[src/rtl/spi_sensor_rx_multich.sv]
// Oversampling SPI slave receiver for framed multi-channel sensor packets.
// Frames are demuxed by a channel-ID byte into per-channel register banks.
// Each frame is checked for length, header, channel ID and XOR checksum.
// Frame statistics are kept in saturating counters.

package spi_sensor_pkg;
  typedef struct packed {
    logic [15:0] roll;
    logic [15:0] pitch;
    logic [15:0] yaw;
    logic [15:0] gx;
    logic [15:0] gy;
    logic [15:0] gz;
    logic        euler_valid;
    logic        gyro_valid;
  } sensor_rec_t;
endpackage

// One channel's register bank. It loads the whole staged record on a
// publish strobe that is aimed at this channel.
module spi_sensor_ch_regs
  import spi_sensor_pkg::*;
(
  input  logic        clk,
  input  logic        rst_n,
  input  logic        we,
  input  sensor_rec_t din,
  output sensor_rec_t q
);
  // hold the last good record for this channel
  always_ff @(posedge clk) begin
    if (!rst_n)  q <= '0;
    else if (we) q <= din;
  end
endmodule

module spi_sensor_rx_multich
  import spi_sensor_pkg::*;
#(
  parameter int          NUM_CH    = 2,
  parameter int          PKT_BYTES = 16,
  parameter logic [7:0]  HEADER    = 8'hAA,
  parameter bit          CPOL      = 1'b0,
  parameter bit          CPHA      = 1'b0
) (
  input  logic                  clk,
  input  logic                  rst_n,
  input  logic                  cs_n,
  input  logic                  sck,
  input  logic                  sdi,
  output logic [16*NUM_CH-1:0]  ch_roll,
  output logic [16*NUM_CH-1:0]  ch_pitch,
  output logic [16*NUM_CH-1:0]  ch_yaw,
  output logic [16*NUM_CH-1:0]  ch_gx,
  output logic [16*NUM_CH-1:0]  ch_gy,
  output logic [16*NUM_CH-1:0]  ch_gz,
  output logic [NUM_CH-1:0]     ch_euler_valid,
  output logic [NUM_CH-1:0]     ch_gyro_valid,
  output logic [NUM_CH-1:0]     ch_update,
  output logic                  frame_ok,
  output logic [3:0]            err_flags,
  input  logic                  err_clr,
  output logic [15:0]           good_cnt,
  output logic [15:0]           bad_cnt
);
  // byte_cnt must reach PKT_BYTES+1, which marks an overrun
  localparam int  BCW         = $clog2(PKT_BYTES + 2);
  localparam bit  SAMPLE_RISE = (CPOL == CPHA);

  typedef enum logic [1:0] {IDLE, RX, CHECK, PUBLISH} state_t;
  state_t state, nxt;

  logic [1:0] cs_s, sck_s, sdi_s;
  logic       cs_d, sck_d, cs_pend;
  logic       cs_sync, sck_sync, sdi_sync, cs_fall, sck_edge;

  logic [2:0]        bit_cnt;
  logic [BCW-1:0]    byte_cnt;
  logic [6:0]        shreg;
  logic [7:0]        byte_in, xsum, ck_rx;
  logic [13:0][7:0]  stg;
  logic [1:0]        flags;

  logic              start, pub;
  logic [3:0]        err_set;
  logic              len_err, hdr_err, ch_err, ck_err;
  logic [NUM_CH-1:0] ch_sel;
  sensor_rec_t       stg_rec;
  sensor_rec_t       ch_q [NUM_CH];

  assign cs_sync  = cs_s[1];
  assign sck_sync = sck_s[1];
  assign sdi_sync = sdi_s[1];
  assign cs_fall  = cs_d & ~cs_sync;
  assign sck_edge = SAMPLE_RISE ? (sck_sync & ~sck_d) : (~sck_sync & sck_d);
  assign byte_in  = {shreg, sdi_sync};

  // two-flop synchronisers plus delayed copies for edge detection; preset to idle bus
  always_ff @(posedge clk) begin
    if (!rst_n) begin
      cs_s  <= 2'b11;
      sck_s <= {2{CPOL}};
      sdi_s <= 2'b00;
      cs_d  <= 1'b1;
      sck_d <= CPOL;
    end else begin
      cs_s  <= {cs_s[0], cs_n};
      sck_s <= {sck_s[0], sck};
      sdi_s <= {sdi_s[0], sdi};
      cs_d  <= cs_sync;
      sck_d <= sck_sync;
    end
  end

  // remember a CS fall that lands while CHECK/PUBLISH are still finishing
  always_ff @(posedge clk) begin
    if (!rst_n) cs_pend <= 1'b0;
    else        cs_pend <= ~cs_sync & (cs_pend | cs_fall) & ~start;
  end

  assign len_err = (bit_cnt != 3'd0) || (byte_cnt != BCW'(PKT_BYTES));
  assign hdr_err = (stg[0] != HEADER);
  assign ch_err  = (stg[1] >= 8'(NUM_CH));
  assign ck_err  = (xsum != ck_rx);

  // state register
  always_ff @(posedge clk) begin
    if (!rst_n) state <= IDLE;
    else        state <= nxt;
  end

  // next state and control strobes; channel regs load as CHECK passes so
  // they become visible together with the PUBLISH-cycle pulses
  always_comb begin
    nxt     = state;
    start   = 1'b0;
    pub     = 1'b0;
    err_set = 4'b0000;
    case (state)
      IDLE: if (!cs_sync && (cs_fall || cs_pend)) begin
        nxt   = RX;
        start = 1'b1;
      end
      RX: if (cs_sync) nxt = CHECK;
      CHECK: begin
        if      (len_err) err_set = 4'b1000;
        else if (hdr_err) err_set = 4'b0001;
        else if (ch_err)  err_set = 4'b0010;
        else if (ck_err)  err_set = 4'b0100;
        if (err_set != 4'b0000) nxt = IDLE;
        else begin
          nxt = PUBLISH;
          pub = 1'b1;
        end
      end
      PUBLISH: nxt = IDLE;
      default: nxt = IDLE;
    endcase
  end

  // bit/byte assembly, staging and running checksum
  always_ff @(posedge clk) begin
    if (!rst_n) begin
      bit_cnt  <= '0;
      byte_cnt <= '0;
      shreg    <= '0;
      xsum     <= '0;
      ck_rx    <= '0;
      stg      <= '0;
      flags    <= '0;
    end else if (start) begin
      bit_cnt  <= '0;
      byte_cnt <= '0;
      xsum     <= '0;
    end else if (state == RX && !cs_sync && sck_edge) begin
      shreg   <= byte_in[6:0];
      bit_cnt <= bit_cnt + 3'd1;
      if (bit_cnt == 3'd7) begin
        if (byte_cnt < BCW'(14))  stg[byte_cnt[3:0]] <= byte_in;
        if (byte_cnt == BCW'(14)) flags <= byte_in[1:0];
        if (byte_cnt == BCW'(PKT_BYTES - 1)) ck_rx <= byte_in;
        else                                 xsum  <= xsum ^ byte_in;
        if (byte_cnt != BCW'(PKT_BYTES + 1)) byte_cnt <= byte_cnt + BCW'(1);
      end
    end
  end

  assign stg_rec = '{roll:  {stg[2],  stg[3]},  pitch: {stg[4],  stg[5]},
                     yaw:   {stg[6],  stg[7]},  gx:    {stg[8],  stg[9]},
                     gy:    {stg[10], stg[11]}, gz:    {stg[12], stg[13]},
                     euler_valid: flags[0], gyro_valid: flags[1]};

  // status pulses, sticky errors (a new error beats err_clr) and saturating counters
  always_ff @(posedge clk) begin
    if (!rst_n) begin
      ch_update <= '0;
      frame_ok  <= 1'b0;
      err_flags <= 4'b0000;
      good_cnt  <= '0;
      bad_cnt   <= '0;
    end else begin
      ch_update <= pub ? ch_sel : '0;
      frame_ok  <= pub;
      err_flags <= (err_clr ? 4'b0000 : err_flags) | err_set;
      if (pub && good_cnt != 16'hFFFF)                  good_cnt <= good_cnt + 16'd1;
      if ((err_set != 4'b0000) && bad_cnt != 16'hFFFF)  bad_cnt  <= bad_cnt + 16'd1;
    end
  end

  for (genvar c = 0; c < NUM_CH; c++) begin : g_ch
    assign ch_sel[c] = (stg[1] == 8'(c));

    spi_sensor_ch_regs u_ch (
      .clk   (clk),
      .rst_n (rst_n),
      .we    (pub & ch_sel[c]),
      .din   (stg_rec),
      .q     (ch_q[c])
    );

    assign ch_roll [16*c +: 16] = ch_q[c].roll;
    assign ch_pitch[16*c +: 16] = ch_q[c].pitch;
    assign ch_yaw  [16*c +: 16] = ch_q[c].yaw;
    assign ch_gx   [16*c +: 16] = ch_q[c].gx;
    assign ch_gy   [16*c +: 16] = ch_q[c].gy;
    assign ch_gz   [16*c +: 16] = ch_q[c].gz;
    assign ch_euler_valid[c]    = ch_q[c].euler_valid;
    assign ch_gyro_valid[c]     = ch_q[c].gyro_valid;
  end
endmodule
[config.mk]
export PLATFORM = sky130hd
export DESIGN_NAME = spi_sensor_rx_multich
export DESIGN_NICKNAME = d
export VERILOG_FILES = /design/src/rtl/spi_sensor_rx_multich.sv
export SDC_FILE = /design/constraint.sdc
export NUM_CORES = 1
export LEC_CHECK = 0
export CAP_MARGIN = 10
export CORE_MARGIN = 4
export CORE_UTILIZATION = 53
export CTS_BUF_LIST = sky130_fd_sc_hd__clkbuf_16
export DETAILED_ROUTE_END_ITERATION = 12
export GPL_TIMING_DRIVEN = 0
export MAX_ROUTING_LAYER = met4
export PLACE_DENSITY = 0.79
export SYNTH_ARGS = -nofsm -noshare
export SYNTH_HDL_FRONTEND = slang
export SYNTH_SLANG_ARGS = --single-unit
[constraint.sdc]
create_clock -name clk -period 2.95 [get_ports clk]
set_clock_uncertainty 0.1 [all_clocks]
set_input_delay 0.7375 -clock clk [delete_from_list [all_inputs] [get_ports clk]]
set_output_delay 0.7375 -clock clk [all_outputs]
set_load 0.03 [all_outputs]
==> impl_metrics.ini <==
[status]
status = finished clean

[sta]
relSlewSlack_pct = 34.5
rsz0062_at_grt = true
setup_slack_ps = 90.3
drv_slew = 0
hold_viol = 0
tightest_slew_ps = 982
period_needed_ps = 2860
setup_viol = 0
fin_crit_sh_pct = 96.9
max_freq_mhz = 350

[worst_hold_path]
holdPathEnd = cs_s[1]$_SDFF_PN1_
hold_depth = 1
min_from = cs_s[0]$_SDFF_PN1_
hold_class = register to register

[finish]
n_antenna_cell = 0
nets = 1773
final_cells = 2158
syn_to_final_growth_pct = 29.1
drive_gt1_share_pct = 5.60
fill_cells = 2037

[power]
static-leakage-power_nw = 7.71
p_per_area_nw_per_um2 = 540
p_int_mw = 8.06
power_switching_mw = 2.19
p_sw_share_pct = 21.4
combPwrFrac_pct = 1.6
seqPwrFrac_pct = 51.6
clockPowerShare_pct = 46.9
irDropWorstVdd_mv = 0.488

[grt]
busiest_layer = met2
use_met3_pct = 6.06
grtUsageMet1_pct = 34.2
antenna_found_initial = 0
use_met2_pct = 43.0
grt_pass1_wl_mm = 64.8
gr-total-overflow = 0
grt_max_degree = 15
grt_pass1_vias = 11900
grt_usage_pct = 26.9

[drt]
dr.first_iter.drc_count = 869
drtAntennaViolNets = 0
vias = 11800
drc_errors = 0
drtPass1Iterations = 5
drt_wl_total_mm = 40.9
viasPerCell = 5.45
wl_per_cell_microns = 18.9

[setup_path]
cp_top_family = simple AND/OR/NAND/NOR gates
required_ps = 3220
crit_chain = inv_1, ha_4, nor2b_2, nand4_1, or4_1, buf_2, buf_6, buf_2, o41ai_2, a21oi_1
critical-path-max-stage-delay_ps = 500
worstPathMaxFanout = 10
timing.rr.end = good_cnt[14]$_SDFFE_PN0P_
cp-start-kind = register
crit_type = register to register
crit_start = byte_cnt[0]$_SDFFE_PP0P_
cp_slowest_cell = or4_1
cp_num_buf_inv = 4
end_kind = register
r2r_start = byte_cnt[0]$_SDFFE_PP0P_
regToRegSetupSlack_ps = 90
crit_top_cell = buf_2
worst_ep_arrival_time_ps = 3130
rr_worst_depth = 10

[yosys]
syn-cell-area_sq_um = 14700
synth_flop_cell = dfxtp_1
synth_top_family_by_area = multiplexers
synthMuxAreaShare_pct = 22.7
yosys.area_share.simple_pct = 16.6
synth_xor_area_share_pct = 1.19
synth_compound_area_share_pct = 2.57
synth_edf_count = 0
syn_inst = 1466
async_flop_share_pct = 0
syn-num-nets = 1482
synth_fa_ha_area_share_pct = 0.850
synth_area_per_cell_sq_um = 10.0
synth-seq-cells = 391
yosysSeqAreaShare_pct = 53.2
synth-warning-count = 0
synthDistinctLibCells = 48

[floorplanning]
initial_core_util_pct = 54.3
dieWidth_microns = 175
die_h_microns = 175
rows = 60
dieArea_sq_um = 30500
io_pins = 241
core_area_sq_um = 27100

[place]
routabilityCongestion = 0.871
dpl_worst_slack_ps = -491
dpl.hpwl_mm = 28.6
portBuffers = 239
placed_cells = 2079

[cts]
cts_buffers = 40
clk_pin_slew_ps = 60
h-tree-depth = 2
clk_latency_ps = 530
cts-root-buf = clkbuf_16
clockBufferDepth = 3
cts_hold_buf = 0
cts_tree = yes
clock_sinks = 391

[flow_run]
max_cap_violations = 0
cell type report:
class	count	area (sq um)	area share, %
Inverter	12	45.0	0.237
Clock buffer	42	1050	5.53
Timing Repair Buffer	250	2490	13.1
Tap cell	372	465	2.45
Multi-Input combinational cell	974	6510	34.3
Sequential cell	391	7830	41.2
Buffer	88	408	2.15
Clock inverter	29	193	1.01
placed cells by master (no fill, tap or decap), types with 3 or more instances in the layout:
master and instances:
a21oi_1 28, and2_1 6, and3_1 6, buf_1 8
buf_2 5, buf_4 12, buf_6 5, clkbuf_1 63
clkbuf_16 42, clkdlybuf4s50_1 239, clkinv_1 7, clkinv_2 9
dfxtp_1 390, ha_1 9, inv_1 20, mux2i_1 334
nand2_1 367, nand2b_1 10, nand3_1 18, nand4_1 15
nor2_1 62, nor2b_1 3, nor3_1 7, nor4_1 10
nor4_2 3, o21ai_0 6, o31ai_1 14, or3_1 6
or4_1 19, xnor2_1 11, xor2_1 9
layer usage:
layer,vias up,wire (microns)
met4,0,1370
li1,5567,-
met3,76,2900
met1,5727,17700
met5,-,0
met2,393,18900
registers in the layout, indices dropped and copies added (netlist names), 3 cells and up:
register and count:
bad_cnt 16, bit_cnt 3, byte_cnt 5, ck_rx 8, err_flags 4, g_ch.u_ch.q 196
good_cnt 16, shreg 7, stg 112, xsum 8
how the worst max path moves through the flow:
| stage | end | slack, ps | cells after the start |
|---|---|---|---|
| floorplan | good_cnt[14]$_SDFFE_PN0P_ | 390 | 10 |
| finish | good_cnt[14]$_SDFFE_PN0P_ | 90 | 10 |
| CTS | g_ch[1].u_ch.q[28]$_SDFFE_PN0P_ | -20 | 9 |
| global route | stg[79]$_SDFFE_PN0P_ | -40 | 8 |
| detailed placement | g_ch[1].u_ch.q[28]$_SDFFE_PN0P_ | -490 | 9 |
| global placement | g_ch[1].u_ch.q[44]$_SDFFE_PN0P_ | -460 | 9 |
stage by stage:
| stage | setup TNS [ps] | power (mW) | hold slack (ps) | instance area, sq um | utilization (%) |
|---|---|---|---|---|---|
| after global routing | -596 | 10.6 | 343 | 19000 | 70.1 |
| after CTS | -31.1 | 10.3 | 310 | 18900 | 69.8 |
| after detailed placement | -47140 | 5.57 | 297 | 17600 | 64.9 |
| after global placement | -38840 | 5.56 | 291 | 17600 | 64.8 |
| final | 0 | 10.3 | 310 | 19000 | 70.1 |
| after floorplan | 0 | 5.49 | 286 | 14700 | - |
Yosys cell counts (all sizes together) (14+ instances only):
library cell  instances  share of area (%)
nor4                 15               0.84
nand4                15               0.64
mux2i               334                 23
dfxtp               391                 53
clkbuf               63                1.6
nand2               368                9.4
buf                  26               0.97
a21oi                28               0.95
nor2                 63                1.7
or4                  19               0.97
o31ai                14               0.71
nand3                18               0.61
worst register-to-register path: cells and delay by family (launching register included):
family / cells / cell delay, ps
DFF: 1 / 360
and+or+nand+nor: 3 / 860
buffers and inverters: 4 / 700
adders and majority gates: 1 / 190
AOI/OAI and AO/OA: 2 / 490
power by group through the flow:
stage	logic, mW	registers [mW]	clock network [mW]
finish	0.161	5.29	4.81
CTS	0.159	5.29	4.84
global placement	0.154	5.41	0
global route	0.174	5.29	5.09
floorplan	0.0884	5.41	0
detailed placement	0.159	5.41	0
cell families after synthesis:
| logic type | Yosys count |
|---|---|
| buffers and inverters | 101 |
| adder cells (fa/ha/maj) | 10 |
| flip-flops | 391 |
| multiplexers | 334 |
| AO/OA/AOI/OAI | 60 |
| XOR/XNOR | 20 |
| AND/OR/NAND/NOR | 550 |
timing repair:
item                                    in CTS  in global routing
endpoints found under the setup margin     210                206
resized for setup                           14                  6
buffers inserted                             5                  2
pin swaps                                    2                  2
Power figures use the tool's default switching activity.
